--- src/rtl/regfile_wb_arbiter.sv ---
// Purpose : round-robin share of the register-file write port between two writeback requesters.
// Latency : accept at E0, wr_* registered at E1 when granted, regfile commits at E2.
// Backpr. : reqN_ready = buffer empty or being granted this cycle; a loser waits at most 1 cycle.
//
// Optional feature: define WB_BYPASS_EN to forward the registered write (wr_data)
// to a read port whose address matches, clearing that port's stall in the same cycle.
//
// Ports
//   i_clk / i_rst_n                  clock, asynchronous active-low reset
//   i_reqN_valid/addr/data, o_reqN_ready   writeback requester N (0: ALU, 1: load/multi-cycle)
//   i_rsv_valid / i_rsv_addr         issue-stage destination reservation
//   o_wr_en / o_wr_addr / o_wr_data  registered regfile write port
//   i_rd_addr_x / i_rf_rd_data_x     regfile read address and data (x = a, b)
//   o_rd_data_x / o_stall_x          read data to consumer and operand-not-ready flag
//   o_busy                           destination scoreboard
module regfile_wb_arbiter #(
    parameter int NUM_REGS = 32,
    parameter int ADDR_W   = 5,
    parameter int DATA_W   = 32,
    parameter int RR_INIT  = 0
) (
    input  logic                i_clk,
    input  logic                i_rst_n,
    input  logic                i_req0_valid,
    input  logic [ADDR_W-1:0]   i_req0_addr,
    input  logic [DATA_W-1:0]   i_req0_data,
    output logic                o_req0_ready,
    input  logic                i_req1_valid,
    input  logic [ADDR_W-1:0]   i_req1_addr,
    input  logic [DATA_W-1:0]   i_req1_data,
    output logic                o_req1_ready,
    input  logic                i_rsv_valid,
    input  logic [ADDR_W-1:0]   i_rsv_addr,
    output logic                o_wr_en,
    output logic [ADDR_W-1:0]   o_wr_addr,
    output logic [DATA_W-1:0]   o_wr_data,
    input  logic [ADDR_W-1:0]   i_rd_addr_a,
    input  logic [ADDR_W-1:0]   i_rd_addr_b,
    input  logic [DATA_W-1:0]   i_rf_rd_data_a,
    input  logic [DATA_W-1:0]   i_rf_rd_data_b,
    output logic [DATA_W-1:0]   o_rd_data_a,
    output logic [DATA_W-1:0]   o_rd_data_b,
    output logic                o_stall_a,
    output logic                o_stall_b,
    output logic [NUM_REGS-1:0] o_busy
);

    // Holding buffers, one entry per requester
    logic                r_full0;
    logic [ADDR_W-1:0]   r_addr0;
    logic [DATA_W-1:0]   r_data0;
    logic                r_full1;
    logic [ADDR_W-1:0]   r_addr1;
    logic [DATA_W-1:0]   r_data1;

    // Round-robin pointer: requester favoured when both buffers are full
    logic                r_rr;

    // Registered write port
    logic                r_wr_en;
    logic [ADDR_W-1:0]   r_wr_addr;
    logic [DATA_W-1:0]   r_wr_data;

    logic [NUM_REGS-1:0] r_busy;
    logic [NUM_REGS-1:0] w_busy_nxt;

    logic w_gnt0, w_gnt1;
    logic w_acc0, w_acc1;
    logic w_sb_a, w_sb_b;
    logic w_fwd_a, w_fwd_b;

    // A lone full buffer always wins; contention resolved by the pointer.
    assign w_gnt0 = r_full0 && (!r_full1 || !r_rr);
    assign w_gnt1 = r_full1 && (!r_full0 ||  r_rr);

    // A buffer being drained this cycle may be refilled on the same edge.
    assign o_req0_ready = !r_full0 || w_gnt0;
    assign o_req1_ready = !r_full1 || w_gnt1;
    assign w_acc0       = i_req0_valid && o_req0_ready;
    assign w_acc1       = i_req1_valid && o_req1_ready;

    always_ff @(posedge i_clk or negedge i_rst_n) begin
        if (!i_rst_n) begin
            r_full0 <= 1'b0;
            r_addr0 <= '0;
            r_data0 <= '0;
            r_full1 <= 1'b0;
            r_addr1 <= '0;
            r_data1 <= '0;
        end else begin
            if (w_acc0) begin
                r_full0 <= 1'b1;
                r_addr0 <= i_req0_addr;
                r_data0 <= i_req0_data;
            end else if (w_gnt0) begin
                r_full0 <= 1'b0;
            end
            if (w_acc1) begin
                r_full1 <= 1'b1;
                r_addr1 <= i_req1_addr;
                r_data1 <= i_req1_data;
            end else if (w_gnt1) begin
                r_full1 <= 1'b0;
            end
        end
    end

    always_ff @(posedge i_clk or negedge i_rst_n) begin
        if (!i_rst_n) begin
            r_rr      <= (RR_INIT != 0);
            r_wr_en   <= 1'b0;
            r_wr_addr <= '0;
            r_wr_data <= '0;
        end else begin
            // Pointer only moves on contention, so the loser is served next.
            if (r_full0 && r_full1) begin
                r_rr <= ~r_rr;
            end
            r_wr_en <= w_gnt0 || w_gnt1;
            if (w_gnt0) begin
                r_wr_addr <= r_addr0;
                r_wr_data <= r_data0;
            end else if (w_gnt1) begin
                r_wr_addr <= r_addr1;
                r_wr_data <= r_data1;
            end
        end
    end

    // Scoreboard: clear on the commit edge, then a same-edge reservation
    // re-sets the bit because it belongs to a newer producer.
    always_comb begin
        w_busy_nxt = r_busy;
        for (int i = 0; i < NUM_REGS; i++) begin
            if (r_wr_en && (r_wr_addr == ADDR_W'(i))) begin
                w_busy_nxt[i] = 1'b0;
            end
            if (i_rsv_valid && (i_rsv_addr == ADDR_W'(i))) begin
                w_busy_nxt[i] = 1'b1;
            end
        end
    end

    always_ff @(posedge i_clk or negedge i_rst_n) begin
        if (!i_rst_n) begin
            r_busy <= '0;
        end else begin
            r_busy <= w_busy_nxt;
        end
    end

    // Scoreboard lookup; addresses outside the tracked range read as not busy.
    always_comb begin
        w_sb_a = 1'b0;
        w_sb_b = 1'b0;
        for (int i = 0; i < NUM_REGS; i++) begin
            if (i_rd_addr_a == ADDR_W'(i)) begin
                w_sb_a = r_busy[i];
            end
            if (i_rd_addr_b == ADDR_W'(i)) begin
                w_sb_b = r_busy[i];
            end
        end
    end

`ifdef WB_BYPASS_EN
    assign w_fwd_a = r_wr_en && (r_wr_addr == i_rd_addr_a);
    assign w_fwd_b = r_wr_en && (r_wr_addr == i_rd_addr_b);
`else
    assign w_fwd_a = 1'b0;
    assign w_fwd_b = 1'b0;
`endif

    assign o_rd_data_a = w_fwd_a ? r_wr_data : i_rf_rd_data_a;
    assign o_rd_data_b = w_fwd_b ? r_wr_data : i_rf_rd_data_b;
    assign o_stall_a   = w_sb_a && !w_fwd_a;
    assign o_stall_b   = w_sb_b && !w_fwd_b;

    assign o_wr_en   = r_wr_en;
    assign o_wr_addr = r_wr_addr;
    assign o_wr_data = r_wr_data;
    assign o_busy    = r_busy;

endmodule

--- config.mk ---
export PLATFORM = sky130hd
export DESIGN_NAME = regfile_wb_arbiter
export DESIGN_NICKNAME = d
export VERILOG_FILES = /design/src/rtl/regfile_wb_arbiter.sv
export SDC_FILE = /design/constraint.sdc
export NUM_CORES = 1
export LEC_CHECK = 0
export BUFFER_PORTS_ARGS = -buffer_cell sky130_fd_sc_hd__buf_2
export CAP_MARGIN = 15
export CELL_PAD_IN_SITES_DETAIL_PLACEMENT = 1
export CELL_PAD_IN_SITES_GLOBAL_PLACEMENT = 1
export CORE_MARGIN = 4
export CORE_UTILIZATION = 33
export DETAILED_ROUTE_END_ITERATION = 12
export PLACE_DENSITY_LB_ADDON = 0.1
export SLEW_MARGIN = 10
export SYNTH_ARGS = -nofsm -noshare
export SYNTH_HDL_FRONTEND = slang
export SYNTH_SLANG_ARGS = --single-unit
--- constraint.sdc ---
create_clock -name i_clk -period 1.73 [get_ports i_clk]
set_clock_uncertainty 0.2 [all_clocks]
set_input_delay 0.2595 -clock i_clk [delete_from_list [all_inputs] [get_ports i_clk]]
set_output_delay 0.2595 -clock i_clk [all_outputs]
set_load 0.05 [all_outputs]
Word-level counts from Yosys, hierarchy flattened
Index checks and enable logic that the tools add are counted.
{ "totals": {"regBits": 147, "in_bits": 158, "out_inout_bits": 138, "wordCells": 419} }
{ "op_classes": {"eq_ne": 124, "mux": 136, "bitwise": 1, "n_reduce_logical": 116} }
{ "op_table": {"columns": ["op", "n"], "rows": [
  ["== test 5 bit (second input constant)", 64],
  ["== test 5 x 4 -> 1 bit (second input constant)", 32],
  ["two-way mux 1 bit", 132],
  ["== test 5 x 3 -> 1 bit (second input constant)", 16],
  ["nonzero test 2 bit", 35],
  ["logical AND 1 bit", 69],
  ["two-way mux 32 bit", 2],
  ["== test 5 x 2 -> 1 bit (second input constant)", 8],
  ["== test 5 x 1 -> 1 bit (second input constant)", 4],
  ["zero test 5 bit", 4],
  ["two-way mux 5 bit", 2],
  ["logical OR 1 bit", 5],
  ["zero test 1 bit", 3],
  ["inverter 1 bit", 1]
]} }

Depth between registers and ports, before layout
Gate-level depths: netlist of the first run.
{ "logic_depth": {"depth_word": 33, "mapped_depth": 9} }

Worst setup path before layout of the first run
OpenSTA, ideal clock, no wires.
{ "synth_path": {"path_kind": "register -> output", "from": "reg r_busy[14] (netlist: o_busy[14])", "to": "out o_stall_a", "arrival_ps": 2204, "required_ps": 1270, "slack_ps": -934, "stages_incl_launch_ff": 7, "path_buffers": 0, "cell_sequence": "dfrtp_1 -> nor2b_1 -> a2111oi_0 -> o21ai_0 -> o2111a_1 -> nand4_1 -> a31oi_1"} }
{ "synth_via": {"elab_chain_len": 18} }
{ "synth_rtl": {"columns": ["element", "line", "source"], "rows": [
  ["from (decl)", "64", "logic [NUM_REGS-1:0] r_busy;"],
  ["from (signal assigned)", "148", "r_busy <= w_busy_nxt;"],
  ["two-way mux 1 bit (18 in a row)", "157", "if (i_rd_addr_a == ADDR_W'(i)) begin"],
  ["to (decl)", "43", "output logic o_stall_a,"]
]} }
Every way passes these cells.

Worst setup path after layout of the first run
{ "layout_path": {"from": "reg r_busy[22] (netlist: o_busy[22])", "to": "out o_stall_b"} }
{ "layout_via": {"elab_chain_len": 10} }
{ "layout_rtl": {"columns": ["element", "line", "source"], "rows": [
  ["two-way mux 1 bit (10 in a row)", "160", "if (i_rd_addr_b == ADDR_W'(i)) begin"],
  ["to (decl)", "44", "output logic o_stall_b,"]
]} }
Every way passes these cells.

==> results_dict.tcl, run 1 <==
set metrics [dict create \
    ff_latch_area_um2 3700 \
    n_fill_cell 2382 \
    cts.clk_slew.worst_paths_ns 0.06 \
    min_period_ns 2.56 \
    die_w_um 156 \
    ys_types 54 \
    vias_per_cell 5.12 \
    cpMaxStageDelayCell "mux4_2" \
    cts.sinks 147 \
    cts_buffer_depth 2 \
    io_pins 296 \
    routed_wl_mm 26.9 \
    first_pass_iters 4 \
    critPathRequiredTime_ns 1.27 \
    status "finished, violations left" \
    final_cell_mix "buf_2, dfrtp_1, buf_4, nand2_1, dlygate4sd3_1" \
    nets 1122 \
    hpwlAfterDp_mm 18.4 \
    rsz0062_at_grt "yes" \
    finalHoldViolCount 0 \
    ys.warnings.count 0 \
    start_util_pct 33.4 \
    setup_viol 27 \
    syn_area_per_cell_um2 10.7 \
    syn_area_um2 7270 \
    antenna_left 0 \
    core_area_um2 21800 \
    path_max_fanout 4 \
    drive_gt1_share_pct 45.2 \
    fin_ws_ns -0.831 \
    areaGrowthSynthToFinish_pct 47.4 \
    start_kind "register" \
    multiInputGateArea_um2 3190 \
    path_cells "mux4_2, nor2b_2, nor3_2, and3_4, o21ai_4, nand3_4, buf_8" \
    grt-ovfl-total 0 \
    critPathMaxStageDelay_ns 0.48 \
    finalNonFillerCells 1256 \
    final_common_cell "buf_2" \
    powerDensity_nw_per_um2 1820 \
    via_count 6434 \
    leakage_nw 4.98 \
    drc 0 \
    worst_pin_slew_ns 0.586 \
    antenna_found_initial 0 \
    violations "setup timing" \
    routed_wire_length_per_instance_um 21.4 \
    placed_cells 1126 \
    critPathKind "reg2out" \
    cts_buffers 17 \
    grt_usage_pct 21.8 \
    clock_latency_ns 0.43 \
    tns_ns -2.03 \
    fin_crit_sh_pct 148 \
    critPathTopFamily "multiplexers" \
    grt_first_pass_wirelength_mm 41.1 \
    routabilityCongestion 0.865 \
    hp-class "in2reg" \
    num_rows 54 \
    cts_tree "built" \
    syn_nets 840 \
    htreeDepth 4 \
    port_buffers 167 \
    num_antenna_cells 0 \
    cts-root-buf "clkbuf_16" \
    maxSlewHeadroom_pct 60.9 \
    worstPathArrival_ns 2.10 \
    holdWs_ns 0.0655 \
    yosysSeqAreaShare_pct 50.6 \
    ir_drop_uv 945 \
    max_freq_mhz 390 \
    drt_iter0_drc 291 \
    synth_async_sr_flop_share_pct 100 \
    synth_edf_count 0 \
    dieArea_um2 24500 \
    grt_max_degree 47 \
    ys_seq_elements 147 \
    slew_violations 0 \
    die_height_um 156 \
    drv_cap 0 \
    crit_buf_inv 1 \
    grt_pass1_vias 7199 \
    synthCells 682 \
    cp-end-kind "output port" \
    synthFlopType "dfrtp_1" \
]
==> state kept, by name, summed over array words and instances (netlist names), 5 cells and up <==
register / flops
r_addr0: 5
o_busy: 32
r_data0: 32
r_addr1: 5
o_wr_addr: 5
o_wr_data: 32
r_data1: 32
==> kinds of logic after synthesis <==
kind of cell,count (synthesis),share of synthesized area (%)
flip-flops,147,50.6
XOR/XNOR,1,0.121
multiplexers,90,14.0
buffers and inverters,102,9.49
AND/OR/NAND/NOR,181,12.1
AO/OA/AOI/OAI,161,13.7
==> worst paths after layout <==
kind                       depth (start not counted)  slack [ns]          start       endpoint
max                                                7       -0.83     o_busy[22]      o_stall_b
min                                                3        0.07  i_rsv_addr[0]     o_busy[31]
max reg2reg                                        6       -0.01        r_full1    r_data1[30]
min reg2reg                                        2        0.28    r_data1[17]  o_wr_data[17]
max in group asynchronous                          3        0.59        i_rst_n   o_wr_data[2]
min in group asynchronous                          2        0.14        i_rst_n    r_data0[30]
==> report_power, final <==
part	leakage [nW]	switching [mW]	internal, mW	total (mW)
clock	0.311	1.50	2.50	4.00
sequential	1.70	1.17	4.78	5.95
combinational	2.97	6.01	3.56	9.57
total	4.98	8.67	10.8	19.5
==> worst min-delay path, cell delays in order <==
cell and delay, ns:
buf_2 0.16, nand2_1 0.11, o21ai_0 0.10
==> cell type report <==
cell class	instances	area share [%]
Tap cell	280	3.27
Clock buffer	20	4.26
Multi-Input combinational cell	434	29.8
Sequential cell	147	34.6
Timing Repair Buffer	361	26.4
Clock inverter	11	1.62
Inverter	3	0.105
==> timing repair <==
item / CTS / global route
buffers inserted: 13 / 12
setup endpoints to repair: 78 / 92
pin swaps: 13 / 7
gates resized for setup: 68 / 73
hold endpoints to repair: 212 / 0
hold buffers: 77 / 0
cloned: 2 / 0
==> per-stage QoR <==
stage	util (%)	total power, mW	cell area (um^2)	setup slack [ns]
after detailed placement	39.8	14.3	8660	-0.624
after global routing	49.2	20.4	10700	-0.925
after floorplan	-	11.2	7360	-0.403
final	49.2	19.5	10700	-0.831
after global placement	39.8	14.1	8660	-0.585
after CTS	47.8	19.1	10400	-0.864
==> per-layer routing <==
| metal | share of wire [%] | track usage, % | vias up |
|---|---|---|---|
| met3 | 4.7 | 4.59 | 81 |
| met4 | 3.8 | 9.42 | 0 |
| met2 | 51 | 38.4 | 189 |
| met5 | 0 | 0 | - |
| li1 | - | - | 2928 |
| met1 | 41 | 25.8 | 3236 |
==> Yosys cell counts (all sizes together) (2+ instances only) <==
| cell type | n | area, um^2 |
|---|---|---|
| nand2b | 17 | 106 |
| a21boi | 2 | 15.0 |
| nor4b | 3 | 26.3 |
| buf | 88 | 637 |
| nand2 | 95 | 359 |
| a2111oi | 2 | 17.5 |
| nand3b | 5 | 37.5 |
| a31oi | 4 | 25.0 |
| o21ai | 76 | 384 |
| nand3 | 9 | 45.0 |
| dfrtp | 147 | 3680 |
| nor3 | 6 | 30.0 |
| a21oi | 18 | 90.1 |
| and3 | 2 | 17.5 |
| mux2i | 10 | 100 |
| mux2 | 79 | 893 |
| or2 | 4 | 25.0 |
| o22ai | 2 | 12.5 |
| clkbuf | 11 | 41.3 |
| a22o | 3 | 26.3 |
| nand4 | 4 | 25.0 |
| and3b | 3 | 26.3 |
| o211ai | 3 | 22.5 |
| inv | 2 | 7.51 |
| nor2 | 17 | 63.8 |
| nand4b | 4 | 35.0 |
| a22oi | 39 | 293 |
| nor2b | 8 | 50.1 |
| a221oi | 2 | 17.5 |
Power figures use the tool's default switching activity.
==> inputs of run 2 (changes only) <==
Settings changed: ABC_AREA from default to 1, CORE_UTILIZATION 33 to 32, CTS_CLUSTER_DIAMETER from default to 80, PLACE_DENSITY from default to 0.79, PLACE_DENSITY_LB_ADDON 0.1 to default.
==> run 2 against run 1 <==
Compared with the run above: the flow still finishes with violations (setup timing); combinational power is 11% higher; clock-buffer cell count is 2 lower; register-to-register slack worse by 0.18 ns; core utilization is 0.22 points lower; synthesized cell count is 25% higher; largest power group unchanged.
==> results_dict.tcl, run 2 <==
set metrics [dict create \
    final_common_cell "nand2_1" \
    worst_pin_slew_ns 0.573 \
    setup_viol 53 \
    status "finished, violations left" \
    cts_buffer_depth 2 \
    drt_iter0_drc 407 \
    drc 0 \
    synth_edf_count 0 \
    placed_area_um2 9040 \
    drive_gt1_share_pct 40.4 \
    num_rows 55 \
    r2r-end "o_wr_data[12]" \
    synth_async_sr_flop_share_pct 100 \
    cts-root-buf "clkbuf_16" \
    maxSlewHeadroom_pct 61.7 \
    antenna_found_initial 2 \
    finish.instance_area_um2 11100 \
    cts_buffers 17 \
    ir_drop_uv 1000 \
    synth_common_cells "nand2_1, dfrtp_1, nor2_1" \
    p_int_mw 10.4 \
    syn_nets 1010 \
    routabilityCongestion 0.914 \
    violations "setup timing" \
    dieArea_um2 25700 \
    cp-end-kind "output port" \
    synth.top_cell.area_share_pct 49.5 \
    final_cell_mix "nand2_1, buf_2, dfrtp_1, buf_4, dlygate4sd3_1" \
    fin_crit_sh_pct 170 \
    htreeDepth 4 \
    min_period_ns 2.94 \
    grt_usage_pct 22.7 \
    yosysSeqAreaShare_pct 49.5 \
    path_max_fanout 3 \
    worstPathArrival_ns 2.48 \
    die_height_um 160 \
    p_seq_share_pct 30.3 \
    grt_pass1_vias 8085 \
    r2r_slack_ns -0.19 \
    areaGrowthSynthToFinish_pct 49.9 \
    die_w_um 160 \
    antenna_left 0 \
    rr_worst_depth 9 \
    yosys.area.top_type "dfrtp_1" \
    routed_wl_mm 34.8 \
    routed_wire_length_per_instance_um 24.0 \
    synthCells 852 \
    tns_ns -6.34 \
    cp-startpoint "o_busy[0]" \
    finalNonFillerCells 1453 \
    hp-class "in2async" \
    grt_first_pass_wirelength_mm 46.1 \
    switching_share_pct 49.1 \
    synth_most_common_cell "nand2_1" \
    critPathRequiredTime_ns 1.27 \
    cts.sinks 147 \
    port_buffers 167 \
    slew_violations 0 \
    comb_power_share_pct 52.1 \
    yosys-top-cells-area "dfrtp_1, nand2_1, mux2_2, buf_4, nor2_1" \
    finalPower_mw 20.4 \
    leakage_nw 5.29 \
    syn_area_per_cell_um2 8.72 \
    syn_area_um2 7430 \
    pre_cts_slack_ns -0.991 \
    setup.worst_path.end "o_stall_a" \
    holdWs_ns 0.0431 \
    ys_types 27 \
    io_pins 296 \
    core_area_um2 22700 \
    via_count 7674 \
    ys.warnings.count 0 \
    hpwlAfterDp_mm 19.2 \
    ys_seq_elements 147 \
    first_pass_iters 5 \
    grt-ovfl-total 0 \
    cts_tree "built" \
    vias_per_cell 5.28 \
    rsz0062_at_grt "yes" \
    critPathKind "reg2out" \
    start_kind "register" \
    nets 1311 \
    clkPwrFrac_pct 17.6 \
    fin_ws_ns -1.21 \
    grt_max_degree 48 \
    final_core_util_pct 49.0 \
    placed_cells 1311 \
    clock_latency_ns 0.43 \
    finalHoldViolCount 0 \
    power_switching_mw 10.0 \
    cts.clk_slew.worst_paths_ns 0.08 \
    synthFlopType "dfrtp_1" \
    rr_startpoint "r_full1" \
    start_util_pct 32.7 \
    max_freq_mhz 340 \
    drv_cap 0 \
    powerDensity_nw_per_um2 1830 \
]
[run 2: cell count changes in the layout (fill, tap and decap cells not counted), moves of 10 or more]
cell      previous run  this run
nand2b_1            17         0
inv_1                2        52
mux2i_1             10         0
nand2_1             89       219
o21ai_0             73        35
o211ai_1             3        17
buf_4               95       105
mux2_4              38        18
nor2_1              15        69
inv_2                0        14
a22oi_1             39         0
nand4_1              4        24
nand3_1              7        24
[run 2: worst max-delay path, stage by stage (launching register included)]
cell	delay, ns
dfrtp_2	0.46
nand3_2	0.09
nand2_1	0.06
nor2_1	0.10
nand2_1	0.06
nand2_1	0.06
nand4_1	0.08
nand2_1	0.07
nand4_1	0.08
nand2_1	0.07
nand4_1	0.07
nand2_1	0.08
nand4_1	0.07
nand2_1	0.07
nand4_1	0.09
nor2_1	0.10
nand4_1	0.10
nand2_1	0.07
nand4_1	0.10
buf_6	0.18
[run 2: kinds of logic (layout without fill, tap and decap cells)]
kind of cell           count (synthesis)  count (layout)  share of synthesized area, %
buffers and inverters                166             478                          11.7
AOI/OAI and AO/OA                     97              97                          8.56
DFF                                  147             147                          49.5
and+or+nand+nor                      383             385                          21.2
other                                  0               2                             0
muxes                                 59              59                          8.95
[run 2: per-layer routing]
| layer | routed length, um | GRT usage (%) |
|---|---|---|
| met1 | 13400 | 28.3 |
| met2 | 17300 | 38.6 |
| met3 | 2540 | 5.31 |
| met4 | 1520 | 8.53 |
| met5 | 0 | 0 |
[run 2: final cells by class]
class | instances | area [um^2]
sequential | 147 | 3690
fill | 2603 | 11600
tap | 285 | 357
clock inverter | 14 | 120
multi-input combinational | 541 | 3210
inverter | 68 | 263
clock buffer | 18 | 429
timing repair buffer | 378 | 3060
antenna | 2 | 5.00
[run 2: what timing repair did]
item | 4_1_cts | 5_1_grt
pin swaps | 3 | 24
gates resized for setup | 32 | 78
gates cloned | 1 | 12
hold buffers | 75 | 0
hold endpoints to repair | 221 | 0
buffers inserted | 3 | 19
endpoints found under the setup margin | 19 | 86
[run 2: worst min-delay path by stage]
stage                        to  slack (ns)  cells past startpoint
floorplan             o_busy[0]       -0.24                      0
global placement    r_data0[25]       -0.08                      1
detailed placement  r_data0[25]       -0.08                      1
CTS                 r_data0[25]        0.03                      2
global route        r_data1[29]        0.05                      2
finish              r_data1[29]        0.04                      2
[run 2: power by group through the flow]
stage / clock, mW / sequential (mW) / combinational [mW]
global route: 3.80 / 6.28 / 11.1
global placement: 0 / 5.90 / 8.33
CTS: 3.54 / 5.95 / 8.97
floorplan: 0 / 8.47 / 3.07
finish: 3.59 / 6.19 / 10.6
detailed placement: 0 / 5.96 / 8.55
==> inputs of run 3 (changes only) <==
Settings changed: CORE_UTILIZATION 32 to 35, PLACE_DENSITY 0.79 to 0.82, REMOVE_ABC_BUFFERS from default to 1, SLEW_MARGIN 10 to default.
Clock period 1.73 ns to 2.9 ns, I/O delays scaled along.
==> run 3 against run 2 <==
Compared with the run above: non-clock buffer count is 179 lower; worst hold slack lost 0.0045 ns; total power decreased by 51%; setup slack gained 1.0 ns; the flow still finishes with violations (setup timing); clock-buffer cell count grew 1; via count fell by 14%; sequential share of layout area is 8.2 points higher.
==> results_dict.tcl, run 3 (synthesis gave the netlist of run 2 again) <==
set metrics [dict create \
    path_cells "buf_6, nand3_2, nand2_1, nor2_1, nand2_1, nand2_1, nand4_1, nand2_1, nand4_1, nand2_1, nand4_1, nand2_1, nand4_1, nand2_1, nand4_1, nor2_1, nand4_1, nand2_1, nand4_1, buf_6" \
    fin_crit_sh_pct 107 \
    routed_wire_length_per_instance_um 22.8 \
    status "finished, violations left" \
    hpwlAfterDp_mm 21.4 \
    port_buffers 167 \
    grt_usage_pct 24.4 \
    path_max_fanout 3 \
    die_height_um 154 \
    io_pins 296 \
    max_freq_mhz 322 \
    critPathTopFamily "simple AND/OR/NAND/NOR gates" \
    slew_violations 0 \
    critPathKind "reg2out" \
    grt_first_pass_wirelength_mm 43.7 \
    placed_area_um2 8260 \
    routabilityCongestion 1.02 \
    cts_tree "built" \
    via_count 6622 \
    cts.clk_slew.worst_paths_ns 0.06 \
    powerDensity_nw_per_um2 1130 \
    finish.instance_area_um2 8880 \
    leakage_nw 4.18 \
    fin_ws_ns -0.210 \
    finalPower_mw 10.1 \
    ir_drop_uv 490 \
    worst_pin_slew_ns 0.755 \
    htreeDepth 4 \
    grt-ovfl-total 0 \
    placed_cells 1223 \
    areaGrowthSynthToFinish_pct 19.6 \
    setup_viol 2 \
    hp-class "in2reg" \
    worstPathArrival_ns 2.47 \
    cts_buffers 17 \
    violations "setup timing" \
    cts.sinks 147 \
    grt_max_degree 138 \
    cp-end-kind "output port" \
    rsz0062_at_grt "yes" \
    drv_cap 0 \
    crit_buf_inv 2 \
    die_w_um 154 \
    final_common_cell "nand2_1" \
    maxSlewHeadroom_pct 49.6 \
    cpMaxStageDelayCell "dfrtp_2" \
    finalNonFillerCells 1256 \
    drive_gt1_share_pct 33.1 \
    pre_cts_slack_ns -0.0919 \
    drc 0 \
    first_pass_iters 4 \
    cpMostUsedCell "nand2_1" \
    routed_wl_mm 28.7 \
    grt_pass1_vias 6999 \
    vias_per_cell 5.27 \
    final_cell_mix "nand2_1, buf_2, dfrtp_1, nor2_1, mux2_2" \
    drt_iter0_drc 337 \
    clock_latency_ns 0.42 \
    start_kind "register" \
    cts_buffer_depth 2 \
    antenna_found_initial 5 \
    critPathRequiredTime_ns 2.27 \
    num_rows 53 \
    cts-root-buf "clkbuf_16" \
    antenna_left 0 \
    critPathMaxStageDelay_ns 0.43 \
    dieArea_um2 23600 \
    min_period_ns 3.11 \
    finalHoldViolCount 0 \
    start_util_pct 35.4 \
    core_area_um2 21000 \
    nets 1130 \
]
## run 3: cell count changes in the layout (fill, tap and decap cells not counted), sizes merged, moves of 3 or more
cell / delta
buf: -93
clkbuf: -11
clkinvlp: +3
dlygate4sd3: -74
inv: -8
## run 3: area by class of cell
class	count	area [um^2]
fill	2561	12100
sequential	147	3680
multi-input combinational	539	2930
timing repair buffer	199	1140
clock buffer	19	453
tap	275	344
inverter	68	255
clock inverter	8	85.1
antenna	1	2.50
## run 3: through the flow
stage / hold slack, ns / utilization [%] / setup TNS, ns
detailed placement: 0.0518 / 39.4 / -0.166
global placement: 0.0503 / 39.4 / -0.0258
CTS: 0.0196 / 42.2 / -0.300
global route: 0.0210 / 42.4 / -0.985
finish: 0.0386 / 42.4 / -0.405
floorplan: -0.0606 / - / -14.23
## run 3: layer usage
metal / wire, um / GRT usage (%)
met3: 4090 / 16.2
met5: 367 / 8.70
met4: 409 / 5.72
met1: 11600 / 30.1
met2: 12200 / 34.8
## run 3: timing repair
| action | CTS | global route |
|---|---|---|
| gates resized for setup | 4 | 10 |
| gates cloned | 0 | 0 |
| setup buffers | 3 | 1 |
| hold buffers | 1 | 0 |
| setup endpoints to repair | 2 | 2 |
| hold endpoints to repair | 10 | 0 |
| pin swaps | 2 | 6 |
## run 3: worst paths after layout
check	start	end	slack (ns)	depth (start not counted)
setup reg to reg	r_full1	r_data0[14]	0.82	6
hold reg to reg	r_addr0[3]	o_wr_addr[3]	0.29	2
setup / recovery	o_busy[1]	o_stall_a	-0.21	20
hold / removal	i_req0_data[4]	r_data0[4]	0.04	2
min in group asynchronous	i_rst_n	r_data0[3]	0.19	2
max in group asynchronous	i_rst_n	o_busy[1]	1.33	3
## run 3: power by group
group | internal, mW | leakage, nW | switching, mW
logic | 1.15 | 2.23 | 3.34
registers | 2.85 | 1.70 | 0.679
clock network | 1.20 | 0.247 | 0.834
total | 5.20 | 4.18 | 4.86
